File: src/rtl/pipeline_uart_rx.sv
// pipeline_uart_rx: oversampling UART receiver (start, DATA_BITS data bits LSB first,
// optional even parity, one stop bit). The line is resynchronised into rx_s and every
// decision is taken on a sample_tick at the middle of a bit period.
// Optional feature: define UART_RX_PARITY_EN to receive and check one even-parity bit
// after the data bits; without it parity_err is held at 0.
module pipeline_uart_rx #(
  parameter int OVERSAMPLE = 16,
  parameter int DATA_BITS  = 8
) (
  input  logic                 sysclk,
  input  logic                 reset,
  input  logic                 sample_tick,
  input  logic                 rx,
  output logic [DATA_BITS-1:0] rx_data,
  output logic                 rx_valid,
  output logic                 rx_busy,
  output logic                 frame_err,
  output logic                 parity_err
);

  localparam int TICK_W = $clog2(OVERSAMPLE);
  localparam int BIT_W  = $clog2(DATA_BITS + 1);

  localparam logic [TICK_W-1:0] TICK_LAST = TICK_W'(OVERSAMPLE - 1);
  localparam logic [TICK_W-1:0] TICK_MID  = TICK_W'(OVERSAMPLE / 2 - 1);
  localparam logic [BIT_W-1:0]  BIT_LAST  = BIT_W'(DATA_BITS - 1);

  typedef enum logic [2:0] {
    ST_IDLE,
    ST_START,
    ST_DATA,
`ifdef UART_RX_PARITY_EN
    ST_PARITY,
`endif
    ST_STOP,
    ST_WAIT_HIGH
  } state_t;

  state_t                 state;
  logic [TICK_W-1:0]      tick_cnt;
  logic [BIT_W-1:0]       bit_cnt;
  logic                   rx_meta;
  logic                   rx_s;
  logic [DATA_BITS-1:0]   shift_reg;

`ifdef UART_RX_PARITY_EN
  logic                   par_bit;

  // Even parity: data ones plus the parity bit must add up to an even count.
  function automatic logic parity_bad(input logic [DATA_BITS-1:0] d, input logic p);
    return (^d) ^ p;
  endfunction
`endif

  // Two-flop synchroniser; idles high so reset never looks like a start bit.
  always_ff @(posedge sysclk) begin
    if (reset) begin
      rx_meta <= 1'b1;
      rx_s    <= 1'b1;
    end else begin
      rx_meta <= rx;
      rx_s    <= rx_meta;
    end
  end

  // Payload capture: shift in LSB first at each data mid-bit (no reset needed on data).
  always_ff @(posedge sysclk) begin
    if (sample_tick && state == ST_DATA && tick_cnt == TICK_LAST) begin
      shift_reg <= {rx_s, shift_reg[DATA_BITS-1:1]};
    end
`ifdef UART_RX_PARITY_EN
    if (sample_tick && state == ST_PARITY && tick_cnt == TICK_LAST) begin
      par_bit <= rx_s;
    end
`endif
  end

  // Receive FSM; status pulses are registered and cleared on the following sysclk.
  always_ff @(posedge sysclk) begin
    if (reset) begin
      state     <= ST_IDLE;
      tick_cnt  <= '0;
      bit_cnt   <= '0;
      rx_data   <= '0;
      rx_valid  <= 1'b0;
      frame_err <= 1'b0;
`ifdef UART_RX_PARITY_EN
      parity_err <= 1'b0;
`endif
    end else begin
      rx_valid  <= 1'b0;
      frame_err <= 1'b0;
`ifdef UART_RX_PARITY_EN
      parity_err <= 1'b0;
`endif
      if (sample_tick) begin
        case (state)
          ST_IDLE: begin
            if (!rx_s) begin
              state    <= ST_START;
              tick_cnt <= '0;
            end
          end

          ST_START: begin
            if (tick_cnt == TICK_MID) begin
              tick_cnt <= '0;
              bit_cnt  <= '0;
              // A start bit that is high again at mid-bit was only a glitch.
              state    <= rx_s ? ST_IDLE : ST_DATA;
            end else begin
              tick_cnt <= tick_cnt + 1'b1;
            end
          end

          ST_DATA: begin
            if (tick_cnt == TICK_LAST) begin
              tick_cnt <= '0;
              if (bit_cnt == BIT_LAST) begin
                bit_cnt <= '0;
`ifdef UART_RX_PARITY_EN
                state   <= ST_PARITY;
`else
                state   <= ST_STOP;
`endif
              end else begin
                bit_cnt <= bit_cnt + 1'b1;
              end
            end else begin
              tick_cnt <= tick_cnt + 1'b1;
            end
          end

`ifdef UART_RX_PARITY_EN
          ST_PARITY: begin
            if (tick_cnt == TICK_LAST) begin
              tick_cnt <= '0;
              state    <= ST_STOP;
            end else begin
              tick_cnt <= tick_cnt + 1'b1;
            end
          end
`endif

          ST_STOP: begin
            if (tick_cnt == TICK_LAST) begin
              tick_cnt <= '0;
              if (!rx_s) begin
                // Bad stop bit wins over a parity result; wait out any break.
                frame_err <= 1'b1;
                state     <= ST_WAIT_HIGH;
`ifdef UART_RX_PARITY_EN
              end else if (parity_bad(shift_reg, par_bit)) begin
                parity_err <= 1'b1;
                state      <= ST_IDLE;
`endif
              end else begin
                rx_data  <= shift_reg;
                rx_valid <= 1'b1;
                state    <= ST_IDLE;
              end
            end else begin
              tick_cnt <= tick_cnt + 1'b1;
            end
          end

          ST_WAIT_HIGH: begin
            if (rx_s) begin
              state <= ST_IDLE;
            end
          end

          default: begin
            state    <= ST_IDLE;
            tick_cnt <= '0;
            bit_cnt  <= '0;
          end
        endcase
      end
    end
  end

  assign rx_busy = (state != ST_IDLE);

`ifndef UART_RX_PARITY_EN
  assign parity_err = 1'b0;
`endif

endmodule
File: config.mk
export PLATFORM = sky130hd
export DESIGN_NAME = pipeline_uart_rx
export DESIGN_NICKNAME = d
export VERILOG_FILES = /design/src/rtl/pipeline_uart_rx.sv
export SDC_FILE = /design/constraint.sdc
export NUM_CORES = 1
export LEC_CHECK = 0
export ABC_AREA = 1
export BUFFER_PORTS_ARGS = -buffer_cell sky130_fd_sc_hd__buf_2
export CAP_MARGIN = 20
export CELL_PAD_IN_SITES_DETAIL_PLACEMENT = 1
export CELL_PAD_IN_SITES_GLOBAL_PLACEMENT = 2
export CORE_ASPECT_RATIO = 2
export CORE_MARGIN = 2
export CORE_UTILIZATION = 33
export CTS_CLUSTER_SIZE = 25
export DETAILED_ROUTE_END_ITERATION = 8
export PLACE_DENSITY_LB_ADDON = 0.1
export SKIP_CTS_REPAIR_TIMING = 1
export SLEW_MARGIN = 25
export SYNTH_ARGS = -nofsm -noshare
export SYNTH_HDL_FRONTEND = slang
export SYNTH_SLANG_ARGS = --single-unit
File: constraint.sdc
create_clock -name sysclk -period 1.9 [get_ports sysclk]
set_input_delay 0.19 -clock sysclk [delete_from_list [all_inputs] [get_ports sysclk]]
set_output_delay 0.19 -clock sysclk [all_outputs]
set_load 0.02 [all_outputs]
# Word level (Yosys, flattened, before mapping)
# Cells that the tools add are included.
# totals
reg_bits	31
in_bits	4
# classes
n_eq_ne	13
add_sub_neg	2
n_mux	19
bitwise	5
reduce_logical	11
# op_table
cell	n
4-bit 2-to-1 mux	6
3-bit 2-to-1 mux	7
4-bit one-hot mux with 4 select lines	1
3-bit one-hot mux with 5 select lines	1
4-bit one-hot mux with 3 select lines	1
4-bit by 1-bit adder with 4-bit output (second input constant)	2
4-bit by 3-bit equality test with 1-bit output (second input constant)	2
2-bit inequality test (second input constant)	4
4-bit AND reduction	2
7-bit AND reduction	1
3-bit by 2-bit equality test with 1-bit output (second input constant)	2
1-bit inverter	5
4-bit equality test (second input constant)	1
2-bit by 1-bit inequality test with 1-bit output (second input constant)	2
4-bit OR reduction	1
3-bit by 1-bit equality test with 1-bit output (second input constant)	1
3-bit equality test (second input constant)	1
3-bit logical NOT	1
3-bit AND reduction	1
3-bit nonzero test	1
3-bit OR reduction	1
1-bit logical AND	2
1-bit 2-to-1 mux	2
2-bit 2-to-1 mux	1
2-bit OR reduction	1

# Logic depth before layout (Yosys ltp)
# logic_depth
depth_word	4
mapped_depth	9

# Least setup slack after synthesis
# Ideal clock, no wire load.
# synth_path
kind	reg-to-reg
start	reg tick_cnt[0]
end	reg shift_reg[0] (enable)
path_slack_ns	0.197
required_time_ns	1.517
t_arrival_ns	1.319
path_stages_with_launch	4
cell_sequence	dfxtp_1 > ha_1 > nand3_2 > nor3_1
# synth_between
elab_chain_cells	2
# synth_rtl
item	line	source
start, declared	40	logic [TICK_W-1:0] tick_cnt;
start signal, assigned	112	tick_cnt <= tick_cnt + 1'b1;
start signal, assigned	130	tick_cnt <= tick_cnt + 1'b1;
start signal, assigned	163	tick_cnt <= tick_cnt + 1'b1;
4-bit equality test	68	if (sample_tick && state == ST_DATA && tick_cnt == TICK_LAST) begin
1-bit logical AND	68	
end signal, assigned	69	shift_reg <= {rx_s, shift_reg[DATA_BITS-1:1]};
end, declared	44	logic [DATA_BITS-1:0] shift_reg;
# Every way passes these cells.
# A chain may end at the register's enable or synchronous reset.

# Worst setup path after layout
# layout_path
start	reg tick_cnt[0]
end	reg rx_data[0]
# layout_between
elab_chain_cells	2
# layout_rtl
item	line	source
4-bit equality test	146	if (tick_cnt == TICK_LAST) begin
4-bit AND reduction (no source line)	-	
end signal, assigned	158	rx_data <= shift_reg;
end, declared	14	output logic [DATA_BITS-1:0] rx_data,
# Every way passes these cells.

==> flow_summary.ini <==
[outcome]
outcome = completed

[clocking]
h-tree-depth = 2
cts.clk_slew.worst_paths_ns = 0.07
cts_tree = yes
clock_latency_ns = 0.28
cts.sinks = 31
cts_buffers = 5
clockRootBuffer = clkbuf_8
cts_max_path_buffers = 2

[finish]
fin_cells = 250
drive_above_1_share = 0.187
area_growth_pct = 15.8
diodes = 0
fin_nets = 203
num-fill-cells = 522

[global_route]
grt_pass1_wl_um = 5790
grt_max_degree = 18
antenna_found_initial = 0
grt.overflow.total = 0
grt_usage = 0.163
grt_pass1_vias = 1260

[logic_synthesis]
yosysUniqueCellTypes = 27
syn_nets = 185
ys_ff_latch = 31
ys_seq_area_frac = 0.496
synth_area_leaders = dfxtp_1 33%, edfxtp_1 17%, nand2_1 9.6%
syn_area_um2 = 1410
synthCells = 179
synth_area_per_cell_um2 = 7.89
synth_top_area_share = 0.326
yosys_warnings = 0
synth_area_leader_cell = dfxtp_1

[min_path]
hold_path_class = in2reg
hold_depth = 2

[setup_path]
max_stage_delay_ns = 0.38
worstSetupPathType = reg2reg
cp-end-kind = flip-flop
r2r_slack_ns = 0.35
crit_required_ns = 2.06
path_buf_inv = 1
crit_cells = 6
cpLargestDelayFamily = flip-flops
crit_chain = ha_1 > nand3_2 > inv_1 > nand4_4 > o21ai_0 > a21oi_1
cp-start-kind = flip-flop
r2r_cells = 6
crit_path_top_delay_cell = dfxtp_1
arrival_ns = 1.71
critPathMaxFanout = 17

[place]
place_congestion = 0.734
place_hpwl_um = 2700
place_inst = 242
port_buffers = 14

[timing]
finalCritPeriodShare = 0.815
rsz0062_at_grt = false
clock.fmax_mhz = 646
hold_viol = 0
period_minus_slack_ns = 1.55
finalSetupViolCount = 0
setup_tns_ns = 0
slew_violations = 0
finClkSkew_ns = 0.00791

[detailed_routing]
vias = 1208
drtPass1Iterations = 3
first_iter_violations = 13
drt_wl_total_um = 3440
via_per_inst = 4.83
routedWlPerCell_um = 13.7
antenna_left = 0
drcViolationCount = 0

[power_and_ir_drop]
power.density_nw_per_um2 = 1130
ir_drop_v = 0.000523
p_leak_nw = 0.746

[floorplanning]
die_w_um = 50.3
initial_core_util = 0.346
num_io_pins = 16
chipHeight_um = 96.5
placementRows = 33
core_um2 = 4090
dieArea_um2 = 4850

[job]
max_cap_viol_count = 0
## cell type report
type | instances | area, um^2 | area share
inverter | 30 | 113 | 0.0689
clock buffer | 5 | 68.8 | 0.0421
timing repair buffer | 15 | 77.6 | 0.0474
tap | 52 | 65.1 | 0.0398
multi-input combinational | 114 | 572 | 0.350
sequential | 31 | 701 | 0.428
clock inverter | 3 | 38.8 | 0.0237
## report_power, final
group          internal (W)  switching [W]  leakage [nW]  total (W)
sequential         0.000714      0.0000555         0.258   0.000769
combinational      0.000141       0.000315         0.432   0.000456
clock              0.000383       0.000242        0.0556   0.000625
total               0.00124       0.000612         0.746    0.00185
## stage by stage
stage	hold WS, ns	power, W	cell area [um^2]	setup slack [ns]	utilization
after floorplan	0.294	0.00111	1410	0.197	-
after global placement	0.372	0.00124	1530	0.440	0.374
after detailed placement	0.382	0.00125	1530	0.362	0.374
after CTS	0.0821	0.00188	1640	0.348	0.400
after global routing	0.0876	0.00198	1640	0.140	0.400
final	0.0880	0.00185	1640	0.351	0.400
## final timing paths
| kind | start | end |
|---|---|---|
| worst max register to register | tick_cnt[0] | rx_data[0] |
| worst min register to register | rx_meta | rx_s |
| worst min-delay path | rx | rx_meta |
| worst max-delay path | tick_cnt[0] | rx_data[0] |
## placed cells by master, fill, tap and decap left out
cell,instances
a21oi_1,14
a31oi_1,1
buf_2,14
buf_4,1
bufinv_16,1
clkbuf_8,5
clkinv_1,1
clkinv_2,1
conb_1,1
dfxtp_1,23
edfxtp_1,8
ha_1,2
inv_1,26
inv_2,4
nand2_1,36
nand2_2,1
nand3_1,12
nand3_2,3
nand4_1,2
nand4_4,1
nor2_1,20
nor2_2,2
nor2_4,1
nor3_1,3
nor3b_1,1
o21ai_0,10
o21ai_2,1
or2_2,2
xor2_1,1
## synth_stat cells, drive strengths merged
library cell and n:
or2 2, clkbuf 1, xor2 1, a21oi 14, buf 3, nand2 37
nand4 3, edfxtp 8, inv 30, nor3 3, ha 2, dfxtp 23
a31oi 1, o21ai 11, nor3b 1, nor2 23, conb 1, nand3 15
## logic make-up (layout without fill, tap and decap cells)
| group | Yosys count | count (layout) | share of synthesized area |
|---|---|---|---|
| AND/OR/NAND/NOR | 84 | 84 | 0.283 |
| buffers and inverters | 34 | 53 | 0.0992 |
| flip-flops | 31 | 31 | 0.496 |
| AO/OA/AOI/OAI | 26 | 26 | 0.0957 |
| adder cells (fa/ha/maj) | 2 | 2 | 0.0177 |
| other | 1 | 1 | 0.00265 |
| XOR/XNOR | 1 | 1 | 0.00620 |
## layer usage
metal / track usage / wire [um]
met5: 0 / 0
met4: 0.0903 / 87
met3: 0.0385 / 100
met2: 0.338 / 2100
met1: 0.131 / 1140
(Power assumes the default switching activity.)
